### src/rtl/vga_timing_pkg.sv
// Shared VGA raster timing constants, the per-axis phase type and the
// count-to-phase decoder used by both axis counters.
package vga_timing_pkg;

    localparam int DEF_H_VISIBLE  = 640;
    localparam int DEF_H_FRONT    = 16;
    localparam int DEF_H_SYNC     = 96;
    localparam int DEF_H_BACK     = 48;
    localparam int DEF_V_VISIBLE  = 480;
    localparam int DEF_V_FRONT    = 10;
    localparam int DEF_V_SYNC     = 2;
    localparam int DEF_V_BACK     = 33;
    localparam int DEF_PIPE_DELAY = 1;

    localparam int H_TOTAL = DEF_H_VISIBLE + DEF_H_FRONT + DEF_H_SYNC + DEF_H_BACK;
    localparam int V_TOTAL = DEF_V_VISIBLE + DEF_V_FRONT + DEF_V_SYNC + DEF_V_BACK;

    typedef enum logic [1:0] {
        ACTIVE,
        FRONT,
        SYNC,
        BACK
    } vga_phase_t;

    // Segments are laid out in order ACTIVE, FRONT, SYNC, BACK from count 0.
    function automatic vga_phase_t vga_phase_of(
        input logic [9:0] count,
        input int         visible_len,
        input int         front_len,
        input int         sync_len,
        input int         back_len
    );
        int pos;
        pos = int'(count);
        if (pos < visible_len)
            return ACTIVE;
        if (pos < visible_len + front_len)
            return FRONT;
        if (pos < visible_len + front_len + sync_len)
            return SYNC;
        if (pos < visible_len + front_len + sync_len + back_len)
            return BACK;
        return ACTIVE;
    endfunction

endpackage

### src/rtl/vga_timing_gen_if.sv
// Raster timing bundle: coordinates, display enable, syncs and start strobes.
interface vga_timing_gen_if;

    logic [9:0] DrawX;
    logic [9:0] DrawY;
    logic       blank;
    logic       hs;
    logic       vs;
    logic       hs_d;
    logic       vs_d;
    logic       frame_start;
    logic       line_start;

    modport master (
        output DrawX, DrawY, blank, hs, vs, hs_d, vs_d, frame_start, line_start
    );

    modport slave (
        input DrawX, DrawY, blank, hs, vs, hs_d, vs_d, frame_start, line_start
    );

endinterface

### src/rtl/vga_axis_counter.sv
// One raster axis: a wrapping 10-bit counter that advances when enabled and
// reports its wrap and the phase its next count will fall in.
module vga_axis_counter
    import vga_timing_pkg::*;
#(
    parameter int VISIBLE_LEN = DEF_H_VISIBLE,
    parameter int FRONT_LEN   = DEF_H_FRONT,
    parameter int SYNC_LEN    = DEF_H_SYNC,
    parameter int BACK_LEN    = DEF_H_BACK
) (
    input  logic       vga_clk,
    input  logic       reset,
    input  logic       en,
    output logic [9:0] count,
    output logic       wrap,
    output vga_phase_t phase_next
);

    localparam int         TOTAL = VISIBLE_LEN + FRONT_LEN + SYNC_LEN + BACK_LEN;
    localparam logic [9:0] LAST  = 10'(TOTAL - 1);

    generate
        if (TOTAL - 1 > 1023 || TOTAL < 1) begin : g_bad_total
            $error("vga_axis_counter: TOTAL-1 (%0d) does not fit in 10 bits", TOTAL - 1);
        end
    endgenerate

    logic [9:0] count_reg;
    logic [9:0] count_next;

    always_comb begin
        wrap       = en && (count_reg == LAST);
        count_next = count_reg;
        if (en)
            count_next = wrap ? 10'd0 : count_reg + 10'd1;
    end

    always_ff @(posedge vga_clk or posedge reset) begin
        if (reset)
            count_reg <= 10'd0;
        else
            count_reg <= count_next;
    end

    assign count      = count_reg;
    assign phase_next = vga_phase_of(count_next, VISIBLE_LEN, FRONT_LEN, SYNC_LEN, BACK_LEN);

endmodule

### src/rtl/vga_timing_gen.sv
// 640x480 VGA raster timing generator: coordinates plus registered blank,
// syncs and start strobes, and a sync delay line matching the RGB pipeline.
module vga_timing_gen
    import vga_timing_pkg::*;
#(
    parameter int H_VISIBLE  = DEF_H_VISIBLE,
    parameter int H_FRONT    = DEF_H_FRONT,
    parameter int H_SYNC     = DEF_H_SYNC,
    parameter int H_BACK     = DEF_H_BACK,
    parameter int V_VISIBLE  = DEF_V_VISIBLE,
    parameter int V_FRONT    = DEF_V_FRONT,
    parameter int V_SYNC     = DEF_V_SYNC,
    parameter int V_BACK     = DEF_V_BACK,
    parameter int PIPE_DELAY = DEF_PIPE_DELAY
) (
    input  logic             vga_clk,
    input  logic             reset,
    vga_timing_gen_if.master bus
);

    generate
        if (PIPE_DELAY < 0 || PIPE_DELAY > 4) begin : g_bad_delay
            $error("vga_timing_gen: PIPE_DELAY (%0d) must be 0..4", PIPE_DELAY);
        end
    endgenerate

    logic [9:0] h_count;
    logic [9:0] v_count;
    logic       h_wrap;
    logic       v_wrap;
    vga_phase_t h_phase_next;
    vga_phase_t v_phase_next;

    vga_axis_counter #(
        .VISIBLE_LEN (H_VISIBLE),
        .FRONT_LEN   (H_FRONT),
        .SYNC_LEN    (H_SYNC),
        .BACK_LEN    (H_BACK)
    ) u_h_counter (
        .vga_clk    (vga_clk),
        .reset      (reset),
        .en         (1'b1),
        .count      (h_count),
        .wrap       (h_wrap),
        .phase_next (h_phase_next)
    );

    vga_axis_counter #(
        .VISIBLE_LEN (V_VISIBLE),
        .FRONT_LEN   (V_FRONT),
        .SYNC_LEN    (V_SYNC),
        .BACK_LEN    (V_BACK)
    ) u_v_counter (
        .vga_clk    (vga_clk),
        .reset      (reset),
        .en         (h_wrap),
        .count      (v_count),
        .wrap       (v_wrap),
        .phase_next (v_phase_next)
    );

    logic blank_reg;
    logic hs_reg;
    logic vs_reg;
    logic frame_start_reg;
    logic line_start_reg;

    // Registered from next-count values so each flag lands with its coordinates.
    // The next count is (0,*) exactly on an H wrap and (0,0) exactly on a V wrap.
    always_ff @(posedge vga_clk or posedge reset) begin
        if (reset) begin
            blank_reg       <= 1'b0;
            hs_reg          <= 1'b1;
            vs_reg          <= 1'b1;
            frame_start_reg <= 1'b0;
            line_start_reg  <= 1'b0;
        end else begin
            blank_reg       <= (h_phase_next == ACTIVE) && (v_phase_next == ACTIVE);
            hs_reg          <= (h_phase_next != SYNC);
            vs_reg          <= (v_phase_next != SYNC);
            frame_start_reg <= v_wrap;
            line_start_reg  <= h_wrap;
        end
    end

    generate
        if (PIPE_DELAY == 0) begin : g_no_delay
            assign bus.hs_d = hs_reg;
            assign bus.vs_d = vs_reg;
        end else begin : g_delay
            logic [PIPE_DELAY-1:0] hs_pipe_reg;
            logic [PIPE_DELAY-1:0] vs_pipe_reg;
            logic [PIPE_DELAY-1:0] hs_pipe_next;
            logic [PIPE_DELAY-1:0] vs_pipe_next;

            assign hs_pipe_next[0] = hs_reg;
            assign vs_pipe_next[0] = vs_reg;
            for (genvar gi = 1; gi < PIPE_DELAY; gi++) begin : g_stage
                assign hs_pipe_next[gi] = hs_pipe_reg[gi-1];
                assign vs_pipe_next[gi] = vs_pipe_reg[gi-1];
            end

            always_ff @(posedge vga_clk or posedge reset) begin
                if (reset) begin
                    hs_pipe_reg <= '1;
                    vs_pipe_reg <= '1;
                end else begin
                    hs_pipe_reg <= hs_pipe_next;
                    vs_pipe_reg <= vs_pipe_next;
                end
            end

            assign bus.hs_d = hs_pipe_reg[PIPE_DELAY-1];
            assign bus.vs_d = vs_pipe_reg[PIPE_DELAY-1];
        end
    endgenerate

    assign bus.DrawX       = h_count;
    assign bus.DrawY       = v_count;
    assign bus.blank       = blank_reg;
    assign bus.hs          = hs_reg;
    assign bus.vs          = vs_reg;
    assign bus.frame_start = frame_start_reg;
    assign bus.line_start  = line_start_reg;

endmodule
### src/flat_wrapper.sv
// flat-port wrapper written by rule: the top's interface ports become plain ports
module vga_timing_gen_flat import vga_timing_pkg::*;
#(
    parameter int H_VISIBLE  = DEF_H_VISIBLE,
    parameter int H_FRONT    = DEF_H_FRONT,
    parameter int H_SYNC     = DEF_H_SYNC,
    parameter int H_BACK     = DEF_H_BACK,
    parameter int V_VISIBLE  = DEF_V_VISIBLE,
    parameter int V_FRONT    = DEF_V_FRONT,
    parameter int V_SYNC     = DEF_V_SYNC,
    parameter int V_BACK     = DEF_V_BACK,
    parameter int PIPE_DELAY = DEF_PIPE_DELAY
)
  (vga_clk, reset, bus_DrawX, bus_DrawY, bus_blank, bus_hs, bus_vs, bus_hs_d, bus_vs_d, bus_frame_start, bus_line_start);
  vga_timing_gen_if bus_i ();
  input  logic vga_clk;
  input  logic reset;
  output wire logic [$bits(bus_i.DrawX)-1:0] bus_DrawX;
  output wire logic [$bits(bus_i.DrawY)-1:0] bus_DrawY;
  output wire logic [$bits(bus_i.blank)-1:0] bus_blank;
  output wire logic [$bits(bus_i.hs)-1:0] bus_hs;
  output wire logic [$bits(bus_i.vs)-1:0] bus_vs;
  output wire logic [$bits(bus_i.hs_d)-1:0] bus_hs_d;
  output wire logic [$bits(bus_i.vs_d)-1:0] bus_vs_d;
  output wire logic [$bits(bus_i.frame_start)-1:0] bus_frame_start;
  output wire logic [$bits(bus_i.line_start)-1:0] bus_line_start;
  assign bus_DrawX = bus_i.DrawX;
  assign bus_DrawY = bus_i.DrawY;
  assign bus_blank = bus_i.blank;
  assign bus_hs = bus_i.hs;
  assign bus_vs = bus_i.vs;
  assign bus_hs_d = bus_i.hs_d;
  assign bus_vs_d = bus_i.vs_d;
  assign bus_frame_start = bus_i.frame_start;
  assign bus_line_start = bus_i.line_start;
  vga_timing_gen #(.H_VISIBLE(H_VISIBLE), .H_FRONT(H_FRONT), .H_SYNC(H_SYNC), .H_BACK(H_BACK), .V_VISIBLE(V_VISIBLE), .V_FRONT(V_FRONT), .V_SYNC(V_SYNC), .V_BACK(V_BACK), .PIPE_DELAY(PIPE_DELAY)) u_core (.vga_clk(vga_clk), .reset(reset), .bus(bus_i));
endmodule
### config.mk
export PLATFORM = sky130hd
export DESIGN_NAME = vga_timing_gen_flat
export DESIGN_NICKNAME = d
export VERILOG_FILES = /design/src/rtl/vga_timing_pkg.sv /design/src/rtl/vga_timing_gen_if.sv /design/src/rtl/vga_axis_counter.sv /design/src/rtl/vga_timing_gen.sv /design/src/flat_wrapper.sv
export SDC_FILE = /design/constraint.sdc
export NUM_CORES = 1
export LEC_CHECK = 0
export ABC_AREA = 1
export BUFFER_PORTS_ARGS = -buffer_cell sky130_fd_sc_hd__buf_2
export CAP_MARGIN = 0
export CORE_MARGIN = 4
export CORE_UTILIZATION = 60
export CTS_BUF_LIST = sky130_fd_sc_hd__clkbuf_4
export DETAILED_ROUTE_END_ITERATION = 16
export GPL_TIMING_DRIVEN = 0
export PLACE_DENSITY = 0.91
export SYNTH_ARGS = -nofsm -noshare
export SYNTH_HDL_FRONTEND = slang
export SYNTH_HIERARCHICAL = 1
export SYNTH_SLANG_ARGS = --single-unit
### constraint.sdc
create_clock -name vga_clk -period 4.65 [get_ports vga_clk]
set_clock_uncertainty 0.2 [all_clocks]
set_input_delay 0 -clock vga_clk [delete_from_list [all_inputs] [get_ports vga_clk]]
set_output_delay 0 -clock vga_clk [all_outputs]
set_load 0.02 [all_outputs]
After elaboration in Yosys (flattened, before gate mapping) --
Index checks and enable logic that the tools add are counted.
Word-level totals: word-level logic and storage cells 66, bits in registers 27, output and inout port bits 27, input bits 2
Operators by class: $lt $le $gt $ge 8, equality and inequality tests 4, reductions and logical operators 4, add/sub/neg operators 2, multiplexer cells 39
Operators with widths (count):
- 10-bit < comparator, second input constant | 5
- 2-bit 2-to-1 mux | 16
- 10-bit by 9-bit < comparator with 1-bit output, second input constant | 3
- 10-bit 2-to-1 mux | 3
- 10-bit by 1-bit adder with 10-bit output, second input constant | 2
- 10-bit == test, second input constant | 2
- 1-bit 2-to-1 mux | 20
- 2-bit logical NOT | 2
- 2-bit inequality test, second input constant | 2
- 1-bit logical AND | 2

Logic depth before layout (Yosys ltp) --
depth after elaboration 18, depth in mapped cells 20, depth with buffers taken out 19

By module --
The synthesis kept the hierarchy.
Modules (own cells, without submodules):
- vga_axis_counter (u_core.u_h_counter) | area an instance 778.2 um^2, times used 1, seq. area each 250.2 um^2, cells an instance 106
- vga_axis_counter (u_core.u_v_counter) | area an instance 770.7 um^2, times used 1, seq. area each 250.2 um^2, cells an instance 123
- vga_timing_gen | area an instance 221.5 um^2, times used 1, seq. area each 180.2 um^2, cells an instance 18

Worst setup path after synthesis --
Ideal clock, no wire load.
path kind register -> register, from register u_core.u_h_counter.count_reg[1], in the netlist u_core/u_h_counter/count[1], to register u_core.blank_reg, in the netlist u_core/bus.blank, library setup time 0.114 ns, cell stages (with the launch flop) 20, period minus slack after synthesis 2.576 ns, arrival time 2.262 ns, path slack 2.074 ns, path buffers 1, required time 4.336 ns, cells stage by stage dfrtp_1 > ha_1 > nand2_2 > nor2_4 > nand3_4 > inv_1 > buf_4 > nand2_4 > nor2_4 > nand2_1 > nand2_1 > nand2_2 > nor2_1 > nand2_1 > nor2_1 > a21oi_1 > nor2_1 > inv_1 > nand2_1 > nor2_1
Between the ends: cells in the longest elaborated chain, start to end 15, elaborated cells on any way between the ends 51, classes of those cells add/sub: 1; order compare: 8; eq/ne: 1; mux: 37; reduce/logical: 4
RTL lines:
- start: declaration | RTL line vga_axis_counter.sv:28 | logic [9:0] count_reg;
- start signal: assignment | RTL line vga_axis_counter.sv:42 | count_reg <= count_next;
- 10-bit == test * | RTL line vga_axis_counter.sv:32 | wrap = en && (count_reg == LAST);
- named net u_core.h_wrap | RTL line vga_timing_gen.sv:29 | logic h_wrap;
- 1-bit logical AND | RTL line vga_axis_counter.sv:32
- 10-bit 2-to-1 mux | RTL line vga_axis_counter.sv:35 | count_next = wrap ? 10'd0 : count_reg + 10'd1;
- 10-bit 2-to-1 mux * | RTL line vga_axis_counter.sv:34 | if (en)
- 10-bit < comparator | RTL line vga_timing_pkg.sv:41 | if (pos < visible_len + front_len + sync_len + back_len)
- 1-bit 2-to-1 mux (2 in a row) | RTL line vga_timing_pkg.sv:41
- 1-bit 2-to-1 mux | RTL line vga_timing_pkg.sv:39 | if (pos < visible_len + front_len + sync_len)
- 1-bit 2-to-1 mux | RTL line vga_timing_pkg.sv:37 | if (pos < visible_len + front_len)
- 2-bit 2-to-1 mux | RTL line vga_timing_pkg.sv:43 | return ACTIVE;
- 2-bit 2-to-1 mux | RTL line vga_timing_pkg.sv:41
- 2-bit 2-to-1 mux | RTL line vga_timing_pkg.sv:39
- 2-bit 2-to-1 mux * | RTL line vga_timing_pkg.sv:37
- named net u_core.v_phase_next[1] | RTL line vga_timing_gen.sv:32 | vga_phase_t v_phase_next;
- 2-bit logical NOT * | RTL line vga_timing_gen.sv:78 | blank_reg <= (h_phase_next == ACTIVE) && (v_phase_next == ACTIVE);
- 1-bit logical AND * | RTL line vga_timing_gen.sv:78
- end signal: assignment | RTL line vga_timing_gen.sv:78
- end: declaration | RTL line vga_timing_gen.sv:62 | logic blank_reg;
The timed path passes the listed nets; every way through them passes the cells marked *. The select of a mux whose other input is x is not followed.

Worst setup path in the final report --
Same ends and word-level chain as after synthesis.

==> reports/results.tsv <==
metric	value	unit
Crit path max-delay family	simple AND/OR/NAND/NOR gates	
Crit-path slowest cell	dfrtp_1	
vias in the first global route	1593	
starting density of the core	0.637	
Finished Layout Cells	314	
RSZ-0062 raised after global routing	false	
Switching Power	403	uW
fin nets	289	
CTS root buf	clkbuf_4	
Data required, critical path	4.67	ns
Via Count	1616	
setup TNS	0	ns
Area Growth Syn to Fin	13.6	%
Worst EP arrival	2.78	ns
Post-synth ARST share	1.00	
WL final	3630	um
Routed Antenna Nets	0	
CTS Buffer Depth	2	
crit path max fanout	8	
Vias/cell	5.15	
Setup-failing EPs final	0	
core area	2780	sq um
top-count cell post-synth	nand2_1	
post-DP HPWL	2910	um
CP startpoint kind	register	
Die Footprint	3880	sq um
Synth Cell Area	1770	sq um
critical path, cell by cell	ha_1, nand2_2, nor2_4, nand3_4, inv_1, buf_4, nand2_1, nor2_1, nand3_1, a21oi_1, nand2_1, nand2_1, nand2_1, nand2_1, nand2_1, nor2_1, inv_1, nand2_1, nor2_1	
switch share	0.466	
Tmin final	2.76	ns
Logic pwr share	0.492	
CTS resizes	0	
GP Congestion	0.899	
final hold slack	0.153	ns
pwr/cell area	430	nW/um^2
Routed WL per cell	11.6	um
initial antenna violation count	0	
Yosys reg bits	27	
Horiz. Die Dim	62.3	um
Chip Height	62.3	um
CTS tree	done	
Clk pwr share	0.115	
Mapped Cells	247	
first-pass GRT wire length	6490	um
worst skew pair latency	0.32	ns
most frequent CP cell	nand2_1	
DR iter-0 viols	79	
clock buffer count from CTS	3	
LEAKAGE	1.13	nW
fmax	0.362	GHz
endpoint class of the critical path	register	
# rows	19	
Post-Syn Area per Cell	7.17	sq um
worst path bufs/invs	3	
Flop pwr share	0.394	
Top FF cell, synth	dfrtp_1	
GRT overflow	0	
Hold WC Path Type	register to register	
EDFF count, synth	0	
htree depth	1	
number of diodes	0	
Unique masters post-synth	30	
largest net degree at the start of global routing	16	
Synth area leaders	dfrtp_1, nand2_1, inv_1, nor2_1, nand3_1	
area share of the largest cell type after synthesis	0.325	
Design Power	864	uW
Ys Warns	6	
Max IR drop VDD	0.000475	V
Clock Sinks	27	
Final period util	0.594	
Global Route Usage Sum	0.199	
Placed Cells	307	
DR DRC count	0	
WS Path Type	register to register	
cell accounting for the most synthesized area	dfrtp_1	
run status	completed	
ratio of cells with drive above 1 in the final layout	0.251	
critical path's largest stage delay	0.43	ns
I/O pin count	29	
Clk pin slew, worst setup/hold paths	0.15	ns
pins over their slew limit	0	
Int Pwr	461	uW
max_cap viols	0	
Fin. Hold Viols	0	
register area share after synthesis	0.384	
PortBufs	28	
DRT Pass-1 Iters	4	
most frequent cells after synthesis	nand2_1, inv_1, nor2_1	
[placed cells by master, fill, tap and decap left out]
| cell type | instances |
|---|---|
| a21boi_1 | 1 |
| a21oi_1 | 3 |
| a21oi_2 | 1 |
| and2_1 | 1 |
| buf_2 | 28 |
| buf_4 | 1 |
| buf_6 | 1 |
| clkbuf_4 | 3 |
| clkinv_2 | 1 |
| conb_1 | 2 |
| dfrtp_1 | 23 |
| dfstp_2 | 4 |
| dlygate4sd3_1 | 3 |
| ha_1 | 3 |
| inv_1 | 41 |
| inv_2 | 6 |
| nand2_1 | 68 |
| nand2_2 | 8 |
| nand2_4 | 2 |
| nand3_1 | 23 |
| nand3_2 | 4 |
| nand3_4 | 1 |
| nand3b_1 | 1 |
| nand4_1 | 2 |
| nor2_1 | 33 |
| nor2_2 | 2 |
| nor2_4 | 7 |
| nor2_8 | 1 |
| nor3_1 | 3 |
| o21ai_0 | 1 |
| o21ai_1 | 1 |
| o21ai_2 | 1 |
| xnor2_1 | 1 |
| xor2_1 | 2 |
[logic make-up after synthesis]
| kind of cell | synth area share |
|---|---|
| AOI/OAI and AO/OA | 0.0283 |
| xor gates and xnor gates | 0.0148 |
| adders and majority gates | 0.0212 |
| buffers and inverters | 0.110 |
| DFF | 0.384 |
| other | 0.00212 |
| and+or+nand+nor | 0.439 |
[power groups by stage]
stage	Combinational [mW]	Sequential (mW)	Clock [mW]
final	0.425	0.340	0.0991
after global routing	0.474	0.350	0.113
after CTS	0.425	0.340	0.104
after detailed placement	0.421	0.344	0
after global placement	0.407	0.343	0
after floorplan	0.262	0.401	0
[per-layer routing]
metal  part of all wire  track usage
met1               0.45        0.252
met2               0.48        0.342
met3              0.057       0.0324
met4             0.0099       0.0690
met5                  0            0
[worst paths after layout]
kind,to,slack [ns],from,cells past startpoint
min,u_core/bus.hs_d$_DFF_PP1_,0.15,u_core/bus.hs$_DFF_PP1_,0
min in group asynchronous,u_core/u_h_counter/count[2]$_DFFE_PP0P_,0.54,reset,4
min reg2reg,u_core/bus.hs_d$_DFF_PP1_,0.15,u_core/bus.hs$_DFF_PP1_,0
max reg2reg,u_core/bus.blank$_DFF_PP0_,1.89,u_core/u_h_counter/count[1]$_DFFE_PP0P_,19
max in group asynchronous,u_core/bus.vs_d$_DFF_PP1_,2.86,reset,5
max,u_core/bus.blank$_DFF_PP0_,1.89,u_core/u_h_counter/count[1]$_DFFE_PP0P_,19
[stage by stage]
stage / util / setup WS [ns] / cell area (sq um)
2_1_floorplan: - / 2.07 / 1770
3_3_place_gp: 0.702 / 2.00 / 1950
3_5_place_dp: 0.702 / 1.96 / 1950
4_1_cts: 0.723 / 1.89 / 2010
5_1_grt: 0.723 / 1.55 / 2010
6_report: 0.723 / 1.89 / 2010
[worst reg2reg max path: stages, from the launching register on]
cell	delay, ns
dfrtp_1	0.43
ha_1	0.20
nand2_2	0.10
nor2_4	0.14
nand3_4	0.14
inv_1	0.12
buf_4	0.17
nand2_1	0.06
nor2_1	0.15
nand3_1	0.14
a21oi_1	0.24
nand2_1	0.08
nand2_1	0.06
nand2_1	0.05
nand2_1	0.05
nand2_1	0.06
nor2_1	0.12
inv_1	0.05
nand2_1	0.06
nor2_1	0.04
[layout make-up]
class                           count  area [sq um]
Clock buffer                        3          22.5
Inverter                           47           176
Clock inverter                      1          5.00
Fill cell                         222           771
Sequential cell                    27           681
Buffer                              2          18.8
Multi-Input combinational cell    172           898
Timing Repair Buffer               31           170
Tap cell                           31          38.8
[what timing repair did]
action,CTS,global route
hold buffers,3,0
setup buffers,0,0
endpoints found under the hold margin,27,0
(Power assumes the default switching activity.)
